--- config.mk ---
export PLATFORM = sky130hd
export DESIGN_NAME = bfm_apb_arbiter
export DESIGN_NICKNAME = d
export VERILOG_FILES = /design/src/rtl/bfm_apb_arbiter.sv
export SDC_FILE = /design/constraint.sdc
export NUM_CORES = 1
export LEC_CHECK = 0
export CAP_MARGIN = 10
export CORE_MARGIN = 2
export CORE_UTILIZATION = 45
export CTS_CLUSTER_DIAMETER = 120
export DETAILED_ROUTE_END_ITERATION = 12
export PLACE_DENSITY = 0.95
export SYNTH_ARGS = -nofsm -noshare
export SYNTH_HDL_FRONTEND = slang
export SYNTH_SLANG_ARGS = --single-unit
--- constraint.sdc ---
create_clock -name PCLK -period 2.5 [get_ports PCLK]
set_input_delay 0.375 -clock PCLK [delete_from_list [all_inputs] [get_ports PCLK]]
set_output_delay 0.375 -clock PCLK [all_outputs]
set_load 0.1 [all_outputs]
--- src/rtl/bfm_apb_arbiter.sv ---
// -----------------------------------------------------------------------------
// bfm_apb_arbiter
//
// Round-robin arbiter that shares one APB3 master port among NREQ APB3
// requesters (BFM masters, bridge PM sides). Each granted request is latched,
// re-timed onto the master port, and its PRDATA/PSLVERR are returned to the
// winner together with a one-cycle PREADY pulse. A slave that never raises
// PREADY is abandoned after TIMEOUT ACCESS cycles and the requester receives
// an error response. Every output comes straight from a register, and no
// output delay is modelled.
//
// Parameters
//   NREQ     number of requesters, 1..4
//   TIMEOUT  max ACCESS cycles before abort; 0 disables the timeout
//
// Ports
//   PCLK, PRESETN     clock (rising edge) and async active-low reset
//   REQ_PSEL          per-requester PSEL (the only arbitration input)
//   REQ_PENABLE       per-requester PENABLE (ignored)
//   REQ_PWRITE        per-requester PWRITE
//   REQ_PADDR         packed addresses, requester i at [32i+31:32i]
//   REQ_PWDATA        packed write data, same packing as REQ_PADDR
//   REQ_PRDATA        shared read data, valid with REQ_PREADY, held afterwards
//   REQ_PREADY        one-hot completion pulse to the granted requester
//   REQ_PSLVERR       shared error flag, valid with REQ_PREADY
//   PSEL_M..PWDATA_M  master-side APB request outputs
//   PRDATA_M, PREADY_M, PSLVERR_M  master-side slave response inputs
//   GNT_ID            index of the current or most recent grant
//   BUSY              high whenever the FSM is not IDLE
// -----------------------------------------------------------------------------
module bfm_apb_arbiter #(
    parameter int NREQ    = 2,
    parameter int TIMEOUT = 256
) (
    input  logic                 PCLK,
    input  logic                 PRESETN,
    input  logic [NREQ-1:0]      REQ_PSEL,
    input  logic [NREQ-1:0]      REQ_PENABLE,
    input  logic [NREQ-1:0]      REQ_PWRITE,
    input  logic [32*NREQ-1:0]   REQ_PADDR,
    input  logic [32*NREQ-1:0]   REQ_PWDATA,
    output logic [31:0]          REQ_PRDATA,
    output logic [NREQ-1:0]      REQ_PREADY,
    output logic                 REQ_PSLVERR,
    output logic                 PSEL_M,
    output logic                 PENABLE_M,
    output logic                 PWRITE_M,
    output logic [31:0]          PADDR_M,
    output logic [31:0]          PWDATA_M,
    input  logic [31:0]          PRDATA_M,
    input  logic                 PREADY_M,
    input  logic                 PSLVERR_M,
    output logic [1:0]           GNT_ID,
    output logic                 BUSY
);

    // Counter only ever has to reach TIMEOUT-1.
    localparam int CNT_W = (TIMEOUT > 1) ? $clog2(TIMEOUT) : 1;

    typedef enum logic [1:0] {
        S_IDLE,
        S_SETUP,
        S_ACCESS,
        S_RESP
    } state_e;

    state_e            state_q, state_d;
    logic [1:0]        last_q, last_d;
    logic [1:0]        gnt_q, gnt_d;
    logic [CNT_W-1:0]  cnt_q, cnt_d;
    logic              psel_q, psel_d;
    logic              penable_q, penable_d;
    logic              pwrite_q, pwrite_d;
    logic [31:0]       paddr_q, paddr_d;
    logic [31:0]       pwdata_q, pwdata_d;
    logic [31:0]       prdata_q, prdata_d;
    logic [NREQ-1:0]   pready_q, pready_d;
    logic              pslverr_q, pslverr_d;
    logic              busy_q, busy_d;

    // Requester inputs widened to four slots so a 2-bit grant index selects
    // them directly for any NREQ; unused slots read as zero.
    logic [3:0]        psel_pad;
    logic [3:0]        pwrite_pad;
    logic [3:0][31:0]  paddr_pad;
    logic [3:0][31:0]  pwdata_pad;

    assign psel_pad   = 4'(REQ_PSEL);
    assign pwrite_pad = 4'(REQ_PWRITE);
    assign paddr_pad  = 128'(REQ_PADDR);
    assign pwdata_pad = 128'(REQ_PWDATA);

    // Requester PENABLE plays no part in arbitration or the transfer.
    logic unused_penable;
    assign unused_penable = ^REQ_PENABLE;

    // ------------------------------------------------------------------
    // Round-robin pick: first requesting index after LAST, wrapping at NREQ.
    // ------------------------------------------------------------------
    logic       win_valid;
    logic [1:0] win_id;
    logic [1:0] cand;

    always_comb begin
        win_valid = 1'b0;
        win_id    = 2'd0;
        cand      = 2'd0;
        for (int i = 1; i <= NREQ; i++) begin
            cand = 2'((int'(last_q) + i) % NREQ);
            if (!win_valid && psel_pad[cand]) begin
                win_valid = 1'b1;
                win_id    = cand;
            end
        end
    end

    // ------------------------------------------------------------------
    // Next-state and output logic
    // ------------------------------------------------------------------
    // NOTE: every variable written here is given its hold value first, so no
    // path through the case statement can leave one unassigned and infer a latch.
    always_comb begin
        state_d   = state_q;
        last_d    = last_q;
        gnt_d     = gnt_q;
        cnt_d     = cnt_q;
        psel_d    = psel_q;
        penable_d = penable_q;
        pwrite_d  = pwrite_q;
        paddr_d   = paddr_q;
        pwdata_d  = pwdata_q;
        prdata_d  = prdata_q;
        pready_d  = pready_q;
        pslverr_d = pslverr_q;

        unique case (state_q)
            S_IDLE: begin
                if (win_valid) begin
                    gnt_d     = win_id;
                    psel_d    = 1'b1;
                    penable_d = 1'b0;
                    pwrite_d  = pwrite_pad[win_id];
                    paddr_d   = paddr_pad[win_id];
                    pwdata_d  = pwdata_pad[win_id];
                    state_d   = S_SETUP;
                end
            end

            S_SETUP: begin
                penable_d = 1'b1;
                cnt_d     = '0;
                state_d   = S_ACCESS;
            end

            S_ACCESS: begin
                if (PREADY_M) begin
                    prdata_d  = pwrite_q ? 32'd0 : PRDATA_M;
                    pslverr_d = PSLVERR_M;
                    pready_d  = NREQ'(1) << gnt_q;
                    psel_d    = 1'b0;
                    penable_d = 1'b0;
                    pwrite_d  = 1'b0;
                    paddr_d   = 32'd0;
                    pwdata_d  = 32'd0;
                    state_d   = S_RESP;
                end else begin
                    cnt_d = cnt_q + 1'b1;
                    // Hung slave: drop the master side and report an error.
                    if (TIMEOUT != 0 && cnt_q == CNT_W'(TIMEOUT - 1)) begin
                        prdata_d  = 32'd0;
                        pslverr_d = 1'b1;
                        pready_d  = NREQ'(1) << gnt_q;
                        psel_d    = 1'b0;
                        penable_d = 1'b0;
                        pwrite_d  = 1'b0;
                        paddr_d   = 32'd0;
                        pwdata_d  = 32'd0;
                        state_d   = S_RESP;
                    end
                end
            end

            S_RESP: begin
                // REQ_PRDATA deliberately keeps its value until the next RESP.
                pready_d  = '0;
                pslverr_d = 1'b0;
                last_d    = gnt_q;
                state_d   = S_IDLE;
            end

            default: state_d = S_IDLE;
        endcase

        busy_d = (state_d != S_IDLE);
    end

    // ------------------------------------------------------------------
    // State and output registers
    // ------------------------------------------------------------------
    // NOTE: non-blocking assignments make every register sample its _d value
    // from before the edge, independent of statement order.
    always_ff @(posedge PCLK or negedge PRESETN) begin
        if (!PRESETN) begin
            state_q   <= S_IDLE;
            last_q    <= 2'(NREQ - 1);
            gnt_q     <= 2'd0;
            cnt_q     <= '0;
            psel_q    <= 1'b0;
            penable_q <= 1'b0;
            pwrite_q  <= 1'b0;
            paddr_q   <= 32'd0;
            pwdata_q  <= 32'd0;
            prdata_q  <= 32'd0;
            pready_q  <= '0;
            pslverr_q <= 1'b0;
            busy_q    <= 1'b0;
        end else begin
            state_q   <= state_d;
            last_q    <= last_d;
            gnt_q     <= gnt_d;
            cnt_q     <= cnt_d;
            psel_q    <= psel_d;
            penable_q <= penable_d;
            pwrite_q  <= pwrite_d;
            paddr_q   <= paddr_d;
            pwdata_q  <= pwdata_d;
            prdata_q  <= prdata_d;
            pready_q  <= pready_d;
            pslverr_q <= pslverr_d;
            busy_q    <= busy_d;
        end
    end

    assign PSEL_M      = psel_q;
    assign PENABLE_M   = penable_q;
    assign PWRITE_M    = pwrite_q;
    assign PADDR_M     = paddr_q;
    assign PWDATA_M    = pwdata_q;
    assign REQ_PRDATA  = prdata_q;
    assign REQ_PREADY  = pready_q;
    assign REQ_PSLVERR = pslverr_q;
    assign GNT_ID      = gnt_q;
    assign BUSY        = busy_q;

endmodule

* Yosys cells after proc, flatten, opt, wreduce, memory -nomap -nowiden *
Index checks and enable logic that the tools add are counted.

operators by class
  add/subtract/negate cells = 3
  $mul = 0
  divide/modulo/power cells = 0
  order comparisons = 3
  equality and inequality tests = 7
  shift operators = 1
  mux-type cells = 42
  bitwise operators = 2
  reduce and logical (&&, ||, !) cells = 15

operators with widths
  operator                                                              count
  32-bit two-way mux                                                    8
  32-bit binary-select mux with 2-bit select                            2
  32-bit case mux with 2 select lines                                   2
  8-bit case mux with 2 select lines                                    1
  2-bit two-way mux                                                     7
  1-bit two-way mux                                                     12
  2-bit nonzero test                                                    5
  2-bit by 3-bit < comparator with 1-bit output, second input constant  3
  8-bit by 1-bit adder with 8-bit output, second input constant         1
  8-bit == test, second input constant                                  1
  8-bit two-way mux                                                     1
  2-bit case mux with 4 select lines                                    1
  2-bit AND reduction                                                   4
  1-bit binary-select mux with 2-bit select                             3
  1-bit case mux with 2 select lines                                    3
  3-bit AND reduction                                                   2
  2-bit == test, second input constant                                  2
  2-bit != test, second input constant                                  2
  2-bit case mux with 2 select lines                                    1
  3-bit != test, second input constant                                  1
  1-bit case mux with 3 select lines                                    1
  3-bit nonzero test                                                    1
  1-bit adder, second input constant                                    2
  1-bit AND, first input constant                                       2
  5 further kinds                                                       5

word-level totals
  register bits after elaboration = 116
  latch bits = 0
  RAM bits = 0
  memory bits (read-only) = 0
  input bits = 170
  output and inout bits = 105
  logic and storage cells = 86
  memories = 0

* Logic depth before layout (Yosys ltp) *
  word-level depth = 12
  depth in mapped cells = 8
  mapped depth without buffers = 6

* Worst setup path after synthesis *
Ideal clock, no wire load.

  kind = register to register
  from = register state_q[0]
  to = register pwrite_q, in the netlist PWRITE_M
  library setup time = 120 ps
  data arrival time = 1,613 ps
  data required time = 2,380 ps
  setup slack = 767 ps
  stages on the path, launching flop included = 9
  path buffers = 2
  clock period less this slack = 1,733 ps
  cell sequence = dfrtp_1 inv_1 ha_1 inv_1 o211ai_1 buf_4 clkbuf_1 a32oi_1 a21o_1

between the ends
  longest elaborated chain between the ends = 3

ends and longest elaborated chain
  what                                                       line  RTL
  from (decl)                                                67    state_e state_q, state_d;
  from (signal assigned)                                     218   state_q <= state_d;
  2-bit == test / 2-bit logical NOT (equally long branches)  136   unique case (state_q)
  3-bit != test (no line), or another cell as far along      --
  3-bit AND reduction (no line)                              --
  to (signal assigned)                                       224   pwrite_q <= pwrite_d;
  to (decl)                                                  73    logic pwrite_q, pwrite_d;

Parallel ways exist; a longest one is shown, timed or not.
A chain may end at the register's enable or synchronous reset.

* Worst setup path in the final report *
  from = register cnt_q[0]
  to = register prdata_q[8], in the netlist REQ_PRDATA[8]

between the ends
  longest elaborated chain between the ends = 3

ends and longest elaborated chain
  what                           line  RTL
  from (decl)                    70    logic [CNT_W-1:0] cnt_q, cnt_d;
  from (signal assigned)         221   cnt_q <= cnt_d;
  8-bit == test                  169   if (TIMEOUT != 0 && cnt_q == CNT_W'(TIMEOUT - 1)) begin
  2-bit nonzero test (no line)   --
  2-bit AND reduction (no line)  --
  to (signal assigned)           227   prdata_q <= prdata_d;
  to (decl)                      76    logic [31:0] prdata_q, prdata_d;

No other way between the ends.

==> results list <==
* Outcome: finished, final reports clean
- Layout filler cell count: 961
- At the placement stage, the worst setup path has a slack of 311 ps.
- Routed Antenna Nets: 0
- For this run, the register share of the synthesized area comes to 0.480.
- Detailed placement finished with a half-perimeter wire length of 12.9 mm.
- The most critical setup path has its endpoint at REQ_PRDATA[8].
* Hold violation total from the final report: 0
- Post-Route WL: 19.3 mm
* Quantity of I/O buffers inserted on ports: 271
- GR Overflow Total: 0
* Post-detailed-route DRC marker count: 0
- The clock passes through at most 2 buffers.
* Number of global-route vias before repair: 6175
- The core region is 0.0131 mm2.
- Synthesized-area fraction occupied by ao, oa, aoi and oai cells: 0.236
- Routability Congestion: 0.785
- In this run, CTS created clock tree buffers numbering 17.
* RSZ-0062 raised after global routing: no
- For this design, the sink count on the clock tree is 115.
- Setup slack closes at 271 ps.
- By area, the combinational part of the netlist is dominated by compound AO/OA/AOI/OAI gates.
- Wire per inst: 17.5 um
- Chip Height: 119 um
* Synth Area in Adders: 0.0146
- The number of max-slew violations in the final report came to 0.
- During I/O placement, the number of pins put on the boundary was 275.
- Mux share of post-synthesis cell area: 0.00543
* Post-synthesis cell count: 670
* Fin crit period: roughly 2200 ps
* Fin area: 0.00916 mm2
- Async S/R FF share, synth: 1.00
- Across all layers, the routed design uses 6113 vias.
- Crit Reg-Reg Endpoint: REQ_PRDATA[8]
* Number of cells on the worst reg-to-reg path: 5
* Count of yosys warnings during synthesis: 0
- Across all hold checks on the routed design, the worst slack comes to 50.0 ps.
* Standard-cell row count: 42
* Number of antenna violations at the first check in global routing: 0
- The synthesized netlist occupies a cell area of 0.00599 mm2.
- Antenna cell count: 0
- The average instance in the mapped netlist occupies 8.95 um2.
* Arrival @ worst endpoint: 2460 ps
* Area of placed instances: 0.00856 mm2
* Post-CTS Setup Repair Bufs: 0
- Slew at the pin with the worst max-slew slack: 925 ps
- Type of the worst setup path: reg -> reg
- The tightest min-delay check is of the in -> async type.
- Clock-pin slew was measured on the worst setup and hold paths at 50 ps.
- Post-route clock period utilization: 0.892
- Library cells used by synthesis: 39
- In this run the critical register-to-register path is launched from cnt_q[0].
* Insertion delay to the later sink of the worst-skew pair: 410 ps
- The worst pin sits at a relative slew slack of 0.383.
* Share of layout cells above drive strength 1: 0.177
- Crit path from: cnt_q[0]
- Buffers inserted to repair hold after CTS numbered 0.
* DR vias/cell: 5.53
- First-pass GRT wire length: 31.1 mm
* Number of synthesized register bits: 115
- The tree is rooted in a sky130_fd_sc_hd__clkbuf_16.
* Slack of the worst reg-to-reg path: 270 ps
* Number of synthesized flops with an enable pin: 0
- Overall global routing resource usage: 0.275
- Number of cells upsized or downsized after cts: 0
* Final #Nets: 1094
* Xor/xnor cell area share of the yosys netlist: 0.00292
* Required time at the worst-slack endpoint: 2730 ps
- Of all nets on the critical path, the largest fanout is 32.
* Number of endpoints failing setup at the final stage: 0
- Max-cap violations in this run came to 0.
- Crit end category: register
- The initial utilization of the core area, before any placement, comes to 0.456.
- For this block, the initial DRC count from the detailed router was just over 500.
* Synthesized netlist net count: between 800 and 900
- Maximum number of pins on one net before global-route repair: 116
- Most common flop cell mapped by yosys: sky130_fd_sc_hd__dfrtp_1
- H-Tree Level Count: 4
* Final total negative setup slack: 0 ps
- Final setup skew: approximately 7.3 ps
- The floorplan step defined a die boundary enclosing 0.0143 mm2.
- Die Wd: ~120 um
- Area overhead of the layout relative to synthesis: 52.9%
- F_max: ~0.45 GHz
- TritonCTS built the clock tree.
- Iteration count of the initial detailed-routing pass: 5
- Area share of and/or/nand/nor cells after synthesis: 0.183
- Startpoint type of the worst setup path: register
[registers in the layout, indices dropped and copies added (netlist names), 2 cells and up]
signal	count
PADDR_M	32
PWDATA_M	32
REQ_PRDATA	32
cnt_q	8
REQ_PREADY	2
state_q	2
[how the worst min path moves through the flow]
stage / start / endpoint / slack (ps)
6_report: PRESETN / REQ_PRDATA[30] / 50
5_1_grt: PRESETN / REQ_PRDATA[23] / 90
2_1_floorplan: PRESETN / BUSY / 80
3_5_place_dp: PWDATA_M[29] / PWDATA_M[29] / 490
4_1_cts: PRESETN / REQ_PRDATA[29] / 70
3_3_place_gp: cnt_q[7] / cnt_q[7] / 480
[routing by layer]
layer | global-route usage | part of all wire | vias up
li1 | - | - | 2859
met1 | 0.324 | 0.39 | 2927
met2 | 0.472 | 0.49 | 300
met3 | 0.0881 | 0.094 | 27
met4 | 0.0971 | 0.020 | 0
met5 | 0 | 0 | -
[per-stage QoR]
step / instances / utilization
detailed placement: 1074 / 0.651
global placement: 1074 / 0.651
global route: 1106 / 0.697
finish: 1106 / 0.697
CTS: 1106 / 0.697
floorplan: 670 / -
[cell families after synthesis]
family / Yosys count
buf+inv: 97
compound gates: 187
simple gates: 258
flops: 115
fa+ha+maj: 7
xor+xnor: 2
mux: 3
other cells: 1
[worst max-delay path, cell delays in order (launching register included)]
cell                       delay (ps)
sky130_fd_sc_hd__dfrtp_1          410
sky130_fd_sc_hd__ha_1             210
sky130_fd_sc_hd__nand3_1          160
sky130_fd_sc_hd__o21bai_2         270
sky130_fd_sc_hd__and2_1           780
sky130_fd_sc_hd__o21ai_0          210
[cell usage after synthesis, drive strengths merged (4+ instances only)]
master | count | area [um2]
a21o | 65 | 488
o22ai | 4 | 25.0
ha | 7 | 87.6
nand2 | 208 | 781
buf | 40 | 248
o21ai | 35 | 179
nand4 | 35 | 234
inv | 37 | 139
clkbuf | 20 | 75.1
a32oi | 66 | 578
o211ai | 5 | 37.5
dfrtp | 114 | 2850
nor2 | 4 | 15.0
[layout make-up]
| cell class | count | area, um2 | area share |
|---|---|---|---|
| clock buffers | 22 | 474 | 0.0518 |
| clock inverters | 10 | 130 | 0.0142 |
| inverters | 37 | 139 | 0.0152 |
| multi-input cells | 458 | 2670 | 0.291 |
| flip-flops and latches | 115 | 2880 | 0.314 |
| well taps | 176 | 220 | 0.0240 |
| repair buffers | 288 | 2650 | 0.289 |
[placed cells by master, fill, tap and decap left out, types with 2 or more instances in the layout]
master	count
sky130_fd_sc_hd__inv_1	36
sky130_fd_sc_hd__clkdlybuf4s50_1	166
sky130_fd_sc_hd__bufinv_16	3
sky130_fd_sc_hd__a32oi_1	66
sky130_fd_sc_hd__dfrtp_1	114
sky130_fd_sc_hd__o22ai_1	4
sky130_fd_sc_hd__o31ai_1	3
sky130_fd_sc_hd__clkbuf_1	2
sky130_fd_sc_hd__o31a_1	2
sky130_fd_sc_hd__nand3_1	3
sky130_fd_sc_hd__a22o_1	2
sky130_fd_sc_hd__nor2b_1	2
sky130_fd_sc_hd__nand4_1	34
sky130_fd_sc_hd__clkbuf_8	3
sky130_fd_sc_hd__clkinvlp_4	2
sky130_fd_sc_hd__o21ai_0	34
sky130_fd_sc_hd__o211ai_1	5
sky130_fd_sc_hd__buf_4	116
sky130_fd_sc_hd__buf_12	6
sky130_fd_sc_hd__ha_1	6
sky130_fd_sc_hd__clkbuf_16	17
sky130_fd_sc_hd__mux2_2	2
sky130_fd_sc_hd__nor2_1	4
sky130_fd_sc_hd__nand2_1	207
sky130_fd_sc_hd__a21o_1	65
sky130_fd_sc_hd__clkinv_2	5
Power is left out: the tool's default activity adds up to more than one toggle a clock period on the data nets, which glitch-free logic cannot reach.
